### src/rtl/noc_pkg.sv
// Shared NoC types: flit payload carried on every node link.
package noc_pkg;

  localparam int unsigned FLIT_W = 8;

  typedef logic [FLIT_W-1:0] flit_t;

endpackage

### src/rtl/port_rx_fifo_pkg.sv
// Local types and helpers for the receive-side port FIFO.
package port_rx_fifo_pkg;

  typedef enum logic {
    RX_IDLE = 1'b0,
    RX_RESP = 1'b1
  } rx_state_e;

endpackage

### src/rtl/node_port.sv
// Link between two nodes: offered flit with enable, answered by ack or rej.
interface node_port;
  import noc_pkg::*;

  flit_t flit;
  logic  enable;
  logic  ack;
  logic  rej;

  modport up (
    input  flit,
    input  enable,
    output ack,
    output rej
  );

  modport down (
    output flit,
    output enable,
    input  ack,
    input  rej
  );

endinterface

### src/rtl/flit_fifo.sv
// Circular flit buffer; full/empty derive from an occupancy counter so pointers stay log2(DEPTH) bits.
module flit_fifo
  import noc_pkg::*;
#(
  parameter int unsigned DEPTH = 4
) (
  input  logic                       clk,
  input  logic                       rst_n,
  input  logic                       push_i,
  input  flit_t                      din_i,
  input  logic                       pop_i,
  output logic                       full_o,
  output logic                       empty_o,
  output logic [$clog2(DEPTH):0]     count_o,
  output flit_t                      head_o
);

  localparam int unsigned PTR_W = $clog2(DEPTH);
  localparam int unsigned CNT_W = PTR_W + 1;

  flit_t            mem_q [DEPTH];
  logic [PTR_W-1:0] wr_ptr_q, wr_ptr_d;
  logic [PTR_W-1:0] rd_ptr_q, rd_ptr_d;
  logic [CNT_W-1:0] count_q, count_d;
  logic             push_ok, pop_ok;

  assign full_o  = (count_q == CNT_W'(DEPTH));
  assign empty_o = (count_q == CNT_W'(0));
  assign count_o = count_q;
  assign head_o  = mem_q[rd_ptr_q];

  // Fullness is taken from the registered count, so a same-edge pop never frees room for a push.
  assign push_ok = push_i && !full_o;
  assign pop_ok  = pop_i && !empty_o;

  always_comb begin
    wr_ptr_d = wr_ptr_q;
    rd_ptr_d = rd_ptr_q;
    count_d  = count_q;
    if (push_ok) wr_ptr_d = wr_ptr_q + PTR_W'(1);
    if (pop_ok)  rd_ptr_d = rd_ptr_q + PTR_W'(1);
    case ({push_ok, pop_ok})
      2'b10:   count_d = count_q + CNT_W'(1);
      2'b01:   count_d = count_q - CNT_W'(1);
      default: count_d = count_q;
    endcase
  end

  always_ff @(posedge clk or negedge rst_n) begin
    if (!rst_n) begin
      wr_ptr_q <= '0;
      rd_ptr_q <= '0;
      count_q  <= '0;
    end else begin
      wr_ptr_q <= wr_ptr_d;
      rd_ptr_q <= rd_ptr_d;
      count_q  <= count_d;
    end
  end

  // Storage is deliberately left out of reset; the zeroed count makes stale entries unreachable.
  always_ff @(posedge clk) begin
    if (push_ok) mem_q[wr_ptr_q] <= din_i;
  end

endmodule

### src/rtl/port_rx_fifo.sv
// Receive port: answers each link offer with a one-cycle ack/rej and queues accepted flits for the core.
module port_rx_fifo
  import noc_pkg::*;
  import port_rx_fifo_pkg::*;
#(
  parameter int unsigned DEPTH     = 4,
  parameter int unsigned REJ_CNT_W = 8
) (
  input  logic                 clk,
  input  logic                 rst_n,
  node_port.up                 up,
  output flit_t                out_flit,
  output logic                 out_valid,
  input  logic                 out_ready,
  output logic [REJ_CNT_W-1:0] rej_count
);

  localparam int unsigned CNT_W = $clog2(DEPTH) + 1;

  rx_state_e            state_q, state_d;
  logic                 resp_ack_q, resp_ack_d;
  logic [REJ_CNT_W-1:0] rej_cnt_q, rej_cnt_d;
  logic                 push_c;
  logic                 ack_c, rej_c;
  logic                 fifo_full, fifo_empty;
  logic [CNT_W-1:0]     fifo_count;

  flit_fifo #(
    .DEPTH (DEPTH)
  ) u_fifo (
    .clk     (clk),
    .rst_n   (rst_n),
    .push_i  (push_c),
    .din_i   (up.flit),
    .pop_i   (out_ready),
    .full_o  (fifo_full),
    .empty_o (fifo_empty),
    .count_o (fifo_count),
    .head_o  (out_flit)
  );

  assign out_valid = !fifo_empty;
  assign rej_count = rej_cnt_q;

  // State register together with the latched response kind.
  always_ff @(posedge clk or negedge rst_n) begin
    if (!rst_n) begin
      state_q    <= RX_IDLE;
      resp_ack_q <= 1'b0;
    end else begin
      state_q    <= state_d;
      resp_ack_q <= resp_ack_d;
    end
  end

  // Next state: sample an offer in IDLE, spend exactly one cycle in RESP.
  always_comb begin
    state_d    = state_q;
    resp_ack_d = resp_ack_q;
    push_c     = 1'b0;
    case (state_q)
      RX_IDLE: begin
        if (up.enable) begin
          state_d    = RX_RESP;
          resp_ack_d = !fifo_full;
          push_c     = !fifo_full;
        end
      end
      RX_RESP: state_d = RX_IDLE;
      default: state_d = RX_IDLE;
    endcase
  end

  // Outputs: a mutually exclusive ack/rej pulse, decoded purely from registered state.
  always_comb begin
    ack_c = 1'b0;
    rej_c = 1'b0;
    if (state_q == RX_RESP) begin
      ack_c = resp_ack_q;
      rej_c = !resp_ack_q;
    end
  end

  assign up.ack = ack_c;
  assign up.rej = rej_c;

  always_comb begin
    rej_cnt_d = rej_cnt_q;
    if (rej_c && (rej_cnt_q != '1)) rej_cnt_d = rej_cnt_q + REJ_CNT_W'(1);
  end

  always_ff @(posedge clk or negedge rst_n) begin
    if (!rst_n) rej_cnt_q <= '0;
    else        rej_cnt_q <= rej_cnt_d;
  end

  a_full_count : assert property (@(posedge clk) disable iff (!rst_n)
    fifo_full == (fifo_count == CNT_W'(DEPTH)));

endmodule

### src/flat_wrapper.sv
// flat-port wrapper written by rule: the top's interface ports become plain ports
module port_rx_fifo_flat import noc_pkg::*; import port_rx_fifo_pkg::*;
#(
  parameter int unsigned DEPTH     = 4,
  parameter int unsigned REJ_CNT_W = 8
)
  (clk, rst_n, out_flit, out_valid, out_ready, rej_count, up_flit, up_enable, up_ack, up_rej);
  node_port up_i ();
  input  logic clk;
  input  logic rst_n;
  output flit_t out_flit;
  output logic out_valid;
  input  logic out_ready;
  output logic [REJ_CNT_W-1:0] rej_count;
  input wire logic [$bits(up_i.flit)-1:0] up_flit;
  input wire logic [$bits(up_i.enable)-1:0] up_enable;
  output wire logic [$bits(up_i.ack)-1:0] up_ack;
  output wire logic [$bits(up_i.rej)-1:0] up_rej;
  assign up_i.flit = up_flit;
  assign up_i.enable = up_enable;
  assign up_ack = up_i.ack;
  assign up_rej = up_i.rej;
  port_rx_fifo #(.DEPTH(DEPTH), .REJ_CNT_W(REJ_CNT_W)) u_core (.clk(clk), .rst_n(rst_n), .up(up_i), .out_flit(out_flit), .out_valid(out_valid), .out_ready(out_ready), .rej_count(rej_count));
endmodule
### config.mk
export PLATFORM = sky130hd
export DESIGN_NAME = port_rx_fifo_flat
export DESIGN_NICKNAME = d
export VERILOG_FILES = /design/src/rtl/noc_pkg.sv /design/src/rtl/port_rx_fifo_pkg.sv /design/src/rtl/node_port.sv /design/src/rtl/flit_fifo.sv /design/src/rtl/port_rx_fifo.sv /design/src/flat_wrapper.sv
export SDC_FILE = /design/constraint.sdc
export NUM_CORES = 1
export LEC_CHECK = 0
export BUFFER_PORTS_ARGS = -buffer_cell sky130_fd_sc_hd__buf_2
export CAP_MARGIN = 10
export CORE_UTILIZATION = 55
export CTS_CLUSTER_SIZE = 40
export DETAILED_ROUTE_END_ITERATION = 10
export PLACE_DENSITY = 0.84
export RECOVER_POWER = 50
export SYNTH_ARGS = -nofsm -noshare
export SYNTH_HDL_FRONTEND = slang
export SYNTH_SLANG_ARGS = --single-unit
export TNS_END_PERCENT = 100
### constraint.sdc
create_clock -name clk -period 2.1 [get_ports clk]
set_clock_uncertainty 0.05 [all_clocks]
set_input_delay 0.21 -clock clk [delete_from_list [all_inputs] [get_ports clk]]
set_output_delay 0.21 -clock clk [all_outputs]
set_load 0.02 [all_outputs]
==> summary.md <==
| Metric | Value |
|---|---|
| Run status | `finished clean` |
| Post-Syn Instances | `approximately 120` |
| Kind of end point of the critical path | `register` |
| Max Buffers Root-to-Sink | `2` |
| Slew Limit Fails | `0` |
| Detailed-route via count | `~1.1k` |
| RSZ-0062 raised after global routing | `false` |
| Min-delay src | `up_flit[4]` |
| Diodes inserted | `0` |
| Inst Count DP | `200` |
| Final Hold Violating Endpoints | `0` |
| DRT Pass-1 Iters | `4` |
| Tightest Pin Transition | `931.7 ps` |
| CP Cell Sequence | `inv_1 -> a31oi_4 -> inv_1 -> ha_1 -> inv_1 -> fa_1 -> xor2_1 -> nor2_1 -> xor2_1` |
| CTS Sinks | `~50` |
| Syn-to-layout area delta | `14.90%` |
| Min-Delay Path Class | `in2reg` |
| Largest net degree at the start of global routing | `18` |
| Max Freq | `512.9 MHz` |
| Nets@finish | `179` |
| Fillers | `255` |
| Seq pwr share | `45.3%` |
| Warnings from Yosys | `0` |
| DP Wirelength | `roughly 2.4 mm` |
| Most frequent CP cell | `inv_1` |
| WS Path Type | `reg2reg` |
| Die H | `63.66 um` |
| PortBufs | `30` |
| Worst IR drop on VDD | `845.7 uV` |
| Period utilization | `92.84%` |
| Core area | `about 3700 sq um` |
| Leakage power | `about 0.95 nW` |
| Vias in the first global route | `1,213` |
| Critical path required time | `between 2000 and 2500 ps` |
| CP startpoint kind | `register` |
| Max FO, Critical Path | `4` |
| Netlist cell types | `37` |
| Drt wl/cell | `16.10 um` |
| Reg clk slew, reported paths | `80 ps` |
| GPL Wtd Cong | `around 0.88` |
| Initial antenna violation count | `0` |
| DR DRC count | `0` |
| Post-Route WL | `3.364 mm` |
| CTS Buf Count | `5` |
| Slowest-stage cell, CP | `dfrtp_1` |
| Final hold slack | `119.1 ps` |
| Most frequent cells in the layout | `edfxtp_1, buf_2, dfrtp_1` |
| Post-route ant nets | `0` |
| CTS resizes | `0` |
| First-pass GRT wire length | `5.699 mm` |
| Rel. slew slack | `37.89%` |
| WP data arrival | `2120 ps` |
| GR Util All Layers | `19.50%` |
| Root buf cell | `clkbuf_8` |
| Io pins | `31` |
| Setup Viol. Count Final | `0` |
| Seq/Total Area, Yosys | `66.31%` |
| Clk pwr share | `20.6%` |
| Global route overflow | `0` |
| Net count after synthesis | `approximately 140` |
| Switching fraction of total power | `34.55%` |
| Crit-path max cell delay | `430 ps` |
| P_int | `2.079 mW` |
| Net switching power | `1.098 mW` |
| Layout cells sized above 1 | `27.33%` |
| Die X | `63.66 um` |
| First DRT Iteration DRCs | `57` |
| Synth Cell Area | `2091 sq um` |
| Setup TNS | `0 ps` |
| Initial core utilization | `57.11%` |
| Min cycle time layout | `1950 ps` |
| H-tree depth | `2` |
| Via-per-instance ratio | `5.435` |
| MaxCap Viol Count | `0` |
| CP Launch Point | `u_core.u_fifo.count_o[0]$_DFFE_PN0P_` |
| Layout Cells excl Fill | `209` |
| Clk_lat worst skew | `290 ps` |
| CTS tree | `yes` |
| Commonest non-fill, non-tap cell in the layout | `edfxtp_1` |
| Syn avg cell area | `between 15 and 20 sq um` |
| Total die area | `4052 sq um` |
| FP Rows | `22` |
| Crit Reg-Reg Startpoint | `u_core.u_fifo.count_o[0]$_DFFE_PN0P_` |
| Logic pwr share | `about a third` |
| Pwr Density | `about 1300 nW/um^2` |
| #FFs+latches synth | `49` |
[power groups by stage]
stage	registers, mW	clock network (mW)	logic, mW
floorplan	1.44	0	0.788
global route	1.47	0.704	1.20
CTS	1.44	0.667	1.12
global placement	1.43	0	1.05
finish	1.44	0.653	1.09
detailed placement	1.46	0	1.11
[worst paths after layout]
kind	to	slack, ps	cells past startpoint
max reg2reg	u_core.u_fifo.count_o[2]$_DFFE_PN0P_	150	9
max in group asynchronous	u_core.u_fifo.wr_ptr_q[1]$_DFFE_PN0P_	890	2
min	u_core.u_fifo.mem_q[3][4]$_DFFE_PP_	120	1
max	u_core.u_fifo.count_o[2]$_DFFE_PN0P_	150	9
min in group asynchronous	u_core.rej_count[7]$_DFFE_PN0P_	540	2
min reg2reg	u_core.rej_count[0]$_DFFE_PN0P_	470	1
[critical path: cells and delay by family, from the launching register on]
family | cells | cell delay [ps]
flops | 1 | 430
buf+inv | 3 | 300
simple gates | 1 | 130
fa+ha+maj | 2 | 560
compound gates | 1 | 110
xor+xnor | 2 | 320
[cells by family after synthesis]
| family | after synthesis | synth area share (%) |
|---|---|---|
| flip-flops | 49 | 66.31 |
| AND/OR/NAND/NOR | 19 | 6.284 |
| AO/OA/AOI/OAI | 15 | 5.865 |
| buffers and inverters | 13 | 2.753 |
| multiplexers | 12 | 10.89 |
| XOR/XNOR | 8 | 3.351 |
| adder cells (fa/ha/maj) | 7 | 4.548 |
[layout make-up]
class | instances | area (sq um) | area share [%]
Timing Repair Buffer | 33 | 158.9 | 6.615
Multi-Input combinational cell | 61 | 644.4 | 26.82
Clock inverter | 3 | 46.29 | 1.927
Sequential cell | 49 | 1386 | 57.71
Tap cell | 48 | 60.06 | 2.500
Inverter | 10 | 37.54 | 1.563
Clock buffer | 5 | 68.82 | 2.865
[cells in the mapped netlist, drive strengths merged]
master / number / area share (%)
o21ai: 1 / 0.42
o211ai: 1 / 0.36
fa: 1 / 0.96
o31a: 1 / 0.42
xor2: 3 / 1.3
nand2b: 1 / 0.42
dfrtp: 17 / 20
nand3: 1 / 0.24
and4b: 1 / 0.54
inv: 10 / 1.8
mux4: 8 / 8.6
a41oi: 2 / 0.84
a21o: 1 / 0.36
mux2: 3 / 1.8
o2111a: 1 / 0.54
nand4: 2 / 0.90
and2: 5 / 1.6
or3: 1 / 0.30
nor2: 2 / 0.36
mux2i: 1 / 0.48
a31oi: 5 / 2.2
buf: 2 / 0.78
and3: 3 / 0.96
ha: 6 / 3.6
clkbuf: 1 / 0.18
xnor2: 5 / 2.1
edfxtp: 32 / 46
nor2b: 1 / 0.66
nand2: 2 / 0.36
a21oi: 3 / 0.72
[metal layers]
| metal | track usage (%) | wire, um | vias up |
|---|---|---|---|
| met2 | 33.24 | 1775 | 20 |
| met1 | 22.25 | 1409 | 576 |
| li1 | - | - | 533 |
| met5 | 0 | 0 | - |
| met3 | 5.072 | 108 | 7 |
| met4 | 10.51 | 70 | 0 |
[what timing repair did]
action	in CTS	in global routing
hold endpoints to repair	17	0
setup buffers	0	0
endpoints found under the setup margin	0	0
hold buffers	1	0
[metrics by stage]
| stage | utilization (%) | cell area (sq um) | setup slack [ps] | power, mW |
|---|---|---|---|---|
| detailed placement | 62.71 | 2296 | 184.9 | 2.572 |
| global placement | 62.71 | 2296 | 314.4 | 2.487 |
| CTS | 66.13 | 2421 | 148.4 | 3.227 |
| finish | 65.62 | 2402 | 150.4 | 3.177 |
| global route | 65.62 | 2402 | 25.62 | 3.374 |
| floorplan | - | 2091 | 289.4 | 2.228 |
[state kept, by name (all words and copies together) (netlist names)]
| name | flops |
|---|---|
| u_core.u_fifo.mem_q | 32 |
| u_core.rej_count | 8 |
| u_core.u_fifo.count_o | 3 |
| u_core.u_fifo.rd_ptr_q | 2 |
| u_core.u_fifo.wr_ptr_q | 2 |
| u_core.resp_ack_q | 1 |
| u_core.state_q | 1 |
No activity file was read; power rests on OpenSTA's default activity.
